### src/rtl/two_dir_fir_frame_ctrl.sv
// Frame sequencer for two_dir_fir: gates source pixels into the filter, pads the
// frame tail with zeros, waits for every filtered pixel to leave, then reports done.
module two_dir_fir_frame_ctrl #(
  parameter int DATA_WIDTH    = 8,
  parameter int COEFF_WIDTH   = 14,
  parameter int TAP_NUMS      = 3,
  parameter int SIZE_WIDTH    = 12,
  parameter int DRAIN_TIMEOUT = 1024
) (
  input  logic                     clk,
  input  logic                     rst_n,
  input  logic                     start_i,
  input  logic                     abort_i,
  input  logic [SIZE_WIDTH-1:0]    h_size_i,
  input  logic [SIZE_WIDTH-1:0]    v_size_i,
  input  logic [3*COEFF_WIDTH-1:0] coeff_v_i,
  input  logic [3*COEFF_WIDTH-1:0] coeff_h_i,
  input  logic                     src_valid_i,
  input  logic [DATA_WIDTH-1:0]    src_data_i,
  output logic                     src_ready_o,
  output logic                     fir_ce_o,
  output logic                     fir_valid_o,
  output logic [DATA_WIDTH-1:0]    fir_data_o,
  input  logic                     fir_ready_i,
  output logic [3*COEFF_WIDTH-1:0] fir_coeff_v_o,
  output logic [3*COEFF_WIDTH-1:0] fir_coeff_h_o,
  output logic [SIZE_WIDTH-1:0]    fir_h_size_o,
  output logic [SIZE_WIDTH-1:0]    fir_v_size_o,
  input  logic                     fir_valid_out_i,
  output logic                     sof_o,
  output logic                     eol_o,
  output logic                     eof_o,
  output logic                     busy_o,
  output logic                     frame_done_o,
  output logic                     err_o
);
  localparam int PW = 2 * SIZE_WIDTH;
  localparam int TW = $clog2(DRAIN_TIMEOUT + 1);
  localparam logic [SIZE_WIDTH-1:0] TAPS_S  = SIZE_WIDTH'(TAP_NUMS);
  localparam logic [PW-1:0]         HALF_P  = PW'(TAP_NUMS / 2);
  localparam logic [TW-1:0]         TO_LAST = TW'(DRAIN_TIMEOUT - 1);

  typedef enum logic [2:0] {IDLE, RUN, FLUSH, DRAIN, DONE} state_t;
  state_t state, state_nxt;

  logic [SIZE_WIDTH-1:0]    h_sh, v_sh, x_cnt, y_cnt;
  logic [3*COEFF_WIDTH-1:0] cv_sh, ch_sh;
  logic [PW-1:0]            flush_cnt, flush_tgt, out_cnt, out_nxt, prod_q;
  logic [TW-1:0]            idle_cnt;
  logic                     err_q;
  logic                     cfg_ok, start_ok, xfer, last_x, last_y;
  logic                     out_inc, timeout, clr;

  assign cfg_ok    = (h_size_i >= TAPS_S) && (v_size_i >= TAPS_S);
  assign start_ok  = (state == IDLE) && start_i && !abort_i && cfg_ok;
  assign xfer      = (state == RUN) ? (src_valid_i & fir_ready_i)
                                    : ((state == FLUSH) & fir_ready_i);
  assign last_x    = (x_cnt == h_sh - SIZE_WIDTH'(1));
  assign last_y    = (y_cnt == v_sh - SIZE_WIDTH'(1));
  // Zero padding needed to push the last real pixel through both tap directions.
  assign flush_tgt = {{SIZE_WIDTH{1'b0}}, h_sh} * HALF_P + HALF_P;
  // Outputs beyond h*v are ignored once the frame count is reached.
  assign out_inc   = fir_valid_out_i &
                     ((state == RUN) |
                      (((state == FLUSH) | (state == DRAIN)) & (out_cnt != prod_q)));
  assign out_nxt   = out_cnt + {{(PW-1){1'b0}}, out_inc};
  assign timeout   = (state == DRAIN) && !fir_valid_out_i && (out_nxt != prod_q) &&
                     (idle_cnt == TO_LAST);
  assign clr       = (state == IDLE) || (state_nxt == IDLE);

  always_ff @(posedge clk or negedge rst_n) begin
    if (!rst_n) state <= IDLE;
    else        state <= state_nxt;
  end

  always_comb begin
    state_nxt    = state;
    src_ready_o  = 1'b0;
    fir_ce_o     = 1'b0;
    fir_valid_o  = 1'b0;
    fir_data_o   = '0;
    busy_o       = 1'b0;
    sof_o        = 1'b0;
    eol_o        = 1'b0;
    eof_o        = 1'b0;
    frame_done_o = 1'b0;
    case (state)
      IDLE: if (start_ok) state_nxt = RUN;
      RUN: begin
        fir_ce_o    = 1'b1;
        busy_o      = 1'b1;
        fir_valid_o = src_valid_i;
        fir_data_o  = src_data_i;
        src_ready_o = fir_ready_i;
        sof_o       = xfer && (x_cnt == '0) && (y_cnt == '0);
        eol_o       = xfer && last_x;
        eof_o       = xfer && last_x && last_y;
        if (abort_i)    state_nxt = IDLE;
        else if (eof_o) state_nxt = FLUSH;
      end
      FLUSH: begin
        fir_ce_o    = 1'b1;
        busy_o      = 1'b1;
        fir_valid_o = 1'b1;
        if (abort_i) state_nxt = IDLE;
        else if (xfer && (flush_cnt == flush_tgt - PW'(1))) state_nxt = DRAIN;
      end
      DRAIN: begin
        fir_ce_o = 1'b1;
        busy_o   = 1'b1;
        if (abort_i)                  state_nxt = IDLE;
        else if (out_nxt == prod_q)   state_nxt = DONE;
        else if (timeout)             state_nxt = IDLE;
      end
      DONE: begin
        busy_o       = 1'b1;
        frame_done_o = 1'b1;
        state_nxt    = IDLE;
      end
      default: state_nxt = IDLE;
    endcase
  end

  always_ff @(posedge clk or negedge rst_n) begin
    if (!rst_n) begin
      h_sh      <= '0;
      v_sh      <= '0;
      cv_sh     <= '0;
      ch_sh     <= '0;
      x_cnt     <= '0;
      y_cnt     <= '0;
      flush_cnt <= '0;
      out_cnt   <= '0;
      prod_q    <= '0;
      idle_cnt  <= '0;
      err_q     <= 1'b0;
    end else begin
      err_q  <= ((state == IDLE) && start_i && !abort_i && !cfg_ok) || timeout;
      prod_q <= {{SIZE_WIDTH{1'b0}}, h_sh} * {{SIZE_WIDTH{1'b0}}, v_sh};
      if (start_ok) begin
        h_sh  <= h_size_i;
        v_sh  <= v_size_i;
        cv_sh <= coeff_v_i;
        ch_sh <= coeff_h_i;
      end
      if (clr) begin
        x_cnt     <= '0;
        y_cnt     <= '0;
        flush_cnt <= '0;
        out_cnt   <= '0;
        idle_cnt  <= '0;
      end else begin
        out_cnt <= out_nxt;
        if (state == RUN && xfer) begin
          if (last_x) begin
            x_cnt <= '0;
            y_cnt <= y_cnt + SIZE_WIDTH'(1);
          end else begin
            x_cnt <= x_cnt + SIZE_WIDTH'(1);
          end
        end
        if (state == FLUSH && xfer) flush_cnt <= flush_cnt + PW'(1);
        if (state == DRAIN) idle_cnt <= fir_valid_out_i ? '0 : idle_cnt + TW'(1);
      end
    end
  end

  assign fir_coeff_v_o = cv_sh;
  assign fir_coeff_h_o = ch_sh;
  assign fir_h_size_o  = h_sh;
  assign fir_v_size_o  = v_sh;
  assign err_o         = err_q;

endmodule
### config.mk
export PLATFORM = sky130hd
export DESIGN_NAME = two_dir_fir_frame_ctrl
export DESIGN_NICKNAME = d
export VERILOG_FILES = /design/src/rtl/two_dir_fir_frame_ctrl.sv
export SDC_FILE = /design/constraint.sdc
export NUM_CORES = 1
export LEC_CHECK = 0
export ABC_AREA = 1
export BUFFER_PORTS_ARGS = -buffer_cell sky130_fd_sc_hd__buf_2
export CAP_MARGIN = 0
export CORE_ASPECT_RATIO = 0.9
export CORE_MARGIN = 8
export CORE_UTILIZATION = 44
export DETAILED_ROUTE_END_ITERATION = 7
export GPL_ROUTABILITY_DRIVEN = 0
export HOLD_SLACK_MARGIN = 0.1
export PLACE_DENSITY = 0.66
export SLEW_MARGIN = 20
export SYNTH_ARGS = -nofsm -noshare
export SYNTH_HDL_FRONTEND = slang
export SYNTH_SLANG_ARGS = --single-unit
### constraint.sdc
create_clock -name clk -period 7.55 [get_ports clk]
set_input_delay 1.1325 -clock clk [delete_from_list [all_inputs] [get_ports clk]]
set_output_delay 1.1325 -clock clk [all_outputs]
set_load 0.02 [all_outputs]
==> tab_implementation.tex <==
\begin{tabular}{lr}
\hline
Metric & Value \\
\hline
\multicolumn{2}{l}{\textbf{Outcome}} \\
\quad Outcome & completed \\
\multicolumn{2}{l}{\textbf{Worst setup path}} \\
\quad Critical path data arrival time & 6030 ps \\
\quad Ordered cell list for the critical path & nand2\_1 -> fa\_1 -> inv\_1 -> ha\_1 -> fa\_1 -> inv\_1 -> fa\_1 -> fa\_1 -> inv\_1 -> ha\_1 -> a21oi\_1 -> nand2\_1 -> a21oi\_1 -> o21bai\_1 -> a21oi\_1 -> o21ai\_0 -> a21boi\_0 -> o21ai\_0 -> xor2\_1 \\
\quad CP max FO & 17 \\
\quad Crit path buf inv count & 3 \\
\quad Kind of launch point of the worst setup path & flop \\
\quad Worst Setup End Kind & flop \\
\quad Kind of cell adding the most delay to the critical path & adder cells \\
\quad Critical path required time & 7970 ps \\
\quad Most used cell along the critical path & sky130\_fd\_sc\_hd\_\_fa\_1 \\
\quad Highest-delay cell along the critical path & sky130\_fd\_sc\_hd\_\_dfrtp\_1 \\
\quad Worst Path Class, Setup & flop to flop \\
\quad Delay of the slowest cell on the worst path & 800 ps \\
\multicolumn{2}{l}{\textbf{CTS}} \\
\quad Post-CTS Repair Setup Buffers & 0 \\
\quad Clock slew at reported path FFs & 70 ps \\
\quad Maximum number of buffers from clock root to sink & 3 \\
\quad Clock H-tree levels & 1 \\
\quad TritonCTS clock tree & done \\
\quad Number of resized instances in the post-cts repair step & 0 \\
\quad Clock insertion delay at the later pin of the skew report & 570 ps \\
\quad Number of buffers added by the clock tree synthesis step & 27 \\
\quad Clock sink count & 219 \\
\quad Root buffer cell & sky130\_fd\_sc\_hd\_\_clkbuf\_16 \\
\quad Quantity of hold-fixing buffers added after cts & 0 \\
\multicolumn{2}{l}{\textbf{Layout}} \\
\quad Nets & 2674 \\
\quad Share of final-layout standard cells stronger than drive strength 1 & 15.38\% \\
\quad Final standard cell utilization of the core & 51.25\% \\
\quad Diodes inserted & 0 \\
\quad Syn-to-layout area delta & 15.22\% \\
\multicolumn{2}{l}{\textbf{Timing}} \\
\quad Count of endpoints failing hold in the final timing report & 0 \\
\quad Slew HR & 36.56\% \\
\quad Final Cycle Share & 74.37\% \\
\quad Peak clock frequency supported by timing & 0.1781 GHz \\
\quad Final setup violation count & 0 \\
\quad Final worst clock skew & 29.66 ps \\
\quad Worst Tran Pin Value & 951.6 ps \\
\quad Pins Over Slew Limit & 0 \\
\quad Final period demand of the worst path & 5615 ps \\
\quad Unrepaired setup endpoints after global routing & no \\
\quad Total negative slack for setup checks & 0 ps \\
\multicolumn{2}{l}{\textbf{Detailed routing}} \\
\quad Detail-routed via count per cell & 5.053 \\
\quad Remaining design rule violation count & 0 \\
\quad Routed wire per std cell & 16.46 microns \\
\quad Initial drt markers & 1148 \\
\quad Number of vias in the routed layout & 14570 \\
\quad Routed Antenna Nets & 0 \\
\quad Number of iterations in the first detailed-routing pass & 6 \\
\quad Drt total wl & 47450 microns \\
\multicolumn{2}{l}{\textbf{Logic synthesis}} \\
\quad Post-Synth Adder-Cell Area & 17.61\% \\
\quad Number of distinct library cells after synthesis & 50 \\
\quad Post-synthesis register bit count & 219 \\
\quad Mean cell area of the mapped netlist & 7.550 sq um \\
\quad FFs w/ async S/R, synth & 100.0\% \\
\quad Main combinational cell family by area after synthesis & simple AND/OR/NAND/NOR gates \\
\quad Cells after synthesis & 2183 \\
\quad Most instantiated flip-flop cell in the synthesis netlist & sky130\_fd\_sc\_hd\_\_dfrtp\_1 \\
\quad Parity-gate share of the synthesized area counting xor and xnor cells & 5.474\% \\
\quad Post-synthesis simple-gate area fraction & 29.37\% \\
\quad Sequential-to-total area share from yosys stat & 33.25\% \\
\quad Post-synth design cell area & 16480 sq um \\
\quad Synthesized-area fraction occupied by ao, oa, aoi and oai cells & 4.434\% \\
\quad Post-synthesis net count & 2478 \\
\quad Multiplexer fraction of the synthesized cell area & 0\% \\
\quad Number of warning messages in the yosys log & 0 \\
\quad Number of flops mapped to enable cells by yosys & 0 \\
\multicolumn{2}{l}{\textbf{Floorplanning}} \\
\quad X dimension of the die & 220.0 microns \\
\quad Die ar. & 43910 sq um \\
\quad Top-Level Pins & 248 \\
\quad Chip height & 199.6 microns \\
\quad Placeable core region & 37050 sq um \\
\quad Cell Rows & 67 \\
\quad Starting utilization of the core area & 44.48\% \\
\multicolumn{2}{l}{\textbf{Power}} \\
\quad Power Density & 359.1 nW/um\^{}2 \\
\quad IR Drop Worst-Case VDD & 390.2 uV \\
\quad Power after layout & 6.819 mW \\
\quad Total leakage power & 10.22 nW \\
\multicolumn{2}{l}{\textbf{Min path}} \\
\quad Class of the most critical hold timing path & flop to flop \\
\multicolumn{2}{l}{\textbf{Global route}} \\
\quad Vias in the first global route & 14710 \\
\quad Largest net degree at the start of global routing & 164 \\
\quad Initial antenna violation count & 0 \\
\quad Overall global routing resource usage & 21.72\% \\
\quad Sum of overflow across all layers after global routing & 0 \\
\quad First-pass GRT wire length & 77260 microns \\
\multicolumn{2}{l}{\textbf{Place}} \\
\quad Buffers on Ports & 247 \\
\quad Post-DP HPWL & 36520 microns \\
\multicolumn{2}{l}{\textbf{Job}} \\
\quad Number of maximum-capacitance constraint violations & 0 \\
\hline
\end{tabular}
synth_stat cells, types with 9 or more instances:
master | count | share of area [%]
sky130_fd_sc_hd__clkbuf_1 | 67 | 1.5
sky130_fd_sc_hd__nor3_1 | 36 | 1.1
sky130_fd_sc_hd__inv_2 | 11 | 0.25
sky130_fd_sc_hd__xor2_1 | 64 | 3.4
sky130_fd_sc_hd__fa_1 | 100 | 12
sky130_fd_sc_hd__nand2_1 | 730 | 17
sky130_fd_sc_hd__o21ai_0 | 49 | 1.5
sky130_fd_sc_hd__nand3b_1 | 9 | 0.41
sky130_fd_sc_hd__ha_1 | 72 | 5.5
sky130_fd_sc_hd__dfrtp_1 | 219 | 33
sky130_fd_sc_hd__xnor2_1 | 39 | 2.1
sky130_fd_sc_hd__nand3_1 | 79 | 2.4
sky130_fd_sc_hd__a21oi_1 | 36 | 1.1
sky130_fd_sc_hd__buf_2 | 13 | 0.39
sky130_fd_sc_hd__nor2_2 | 30 | 1.1
sky130_fd_sc_hd__inv_1 | 318 | 7.2
sky130_fd_sc_hd__nand4_1 | 49 | 1.9
sky130_fd_sc_hd__nor2_1 | 174 | 4.0
sky130_fd_sc_hd__nor4_1 | 16 | 0.61
state kept, by name, indices dropped and copies added (netlist names), 24 cells and up:
name / count
out_cnt: 24
fir_coeff_v_o: 42
flush_cnt: 24
fir_coeff_h_o: 42
prod_q: 24
final timing paths:
path,start,end,slack (ps),cells after the start
max,fir_v_size_o[4],prod_q[18],1930,19
min,fir_coeff_h_o[17],fir_coeff_h_o[17],460,2
max reg2reg,fir_v_size_o[4],prod_q[18],1930,19
min reg2reg,fir_coeff_h_o[17],fir_coeff_h_o[17],460,2
max in group asynchronous,rst_n,fir_v_size_o[8],5780,2
min in group asynchronous,rst_n,prod_q[23],480,1
kinds of logic after synthesis:
kind of cell	Yosys count
simple gates	1148
buf+inv	418
flops	219
fa+ha+maj	172
compound gates	123
xor+xnor	103
metal layers:
metal	global-route usage (%)	up-vias	share of wire, %
met3	7.794	57	11
met1	29.04	6882	44
met5	0	-	0
met2	33.62	537	44
met4	4.563	0	1.8
li1	-	7091	-
report_power, final:
| group | switching (mW) | internal [mW] |
|---|---|---|
| clock | 0.560 | 0.824 |
| sequential | 0.239 | 1.39 |
| combinational | 2.37 | 1.43 |
layout make-up:
class / count / area [sq um]
timing repair buffer: 256 / 1330
sequential: 219 / 5480
multi-input combinational: 1546 / 9387
clock inverter: 20 / 246.5
clock buffer: 30 / 706.9
tap: 483 / 604.3
fill: 3545 / 18060
inverter: 329 / 1235
stage by stage:
step / setup WS [ps] / area (sq um) / std cells / hold slack (ps)
after detailed placement: 1987 / 18030 / 2833 / 454.1
after global placement: 2091 / 18030 / 2833 / 449.8
after global routing: 1574 / 18990 / 2883 / 489.0
after CTS: 1960 / 18990 / 2883 / 469.1
final: 1935 / 18990 / 2883 / 465.0
after floorplan: 2196 / 16480 / 2183 / 491.1
worst reg2reg max path: cells and delay by family, from the launching register on:
kind | cells | cell delay (ps)
compound gates | 7 | 1450
xor+xnor | 1 | 160
fa+ha+maj | 6 | 2640
buf+inv | 3 | 130
flops | 1 | 800
simple gates | 2 | 280
placed cells by master (no fill, tap or decap), types with 64 or more instances in the layout:
master / count
sky130_fd_sc_hd__buf_2: 246
sky130_fd_sc_hd__dfrtp_1: 219
sky130_fd_sc_hd__fa_1: 100
sky130_fd_sc_hd__ha_1: 72
sky130_fd_sc_hd__inv_1: 318
sky130_fd_sc_hd__nand2_1: 730
sky130_fd_sc_hd__nand3_1: 79
sky130_fd_sc_hd__nor2_1: 174
sky130_fd_sc_hd__xor2_1: 64
Note: power is estimated with default switching activity, not from simulation.
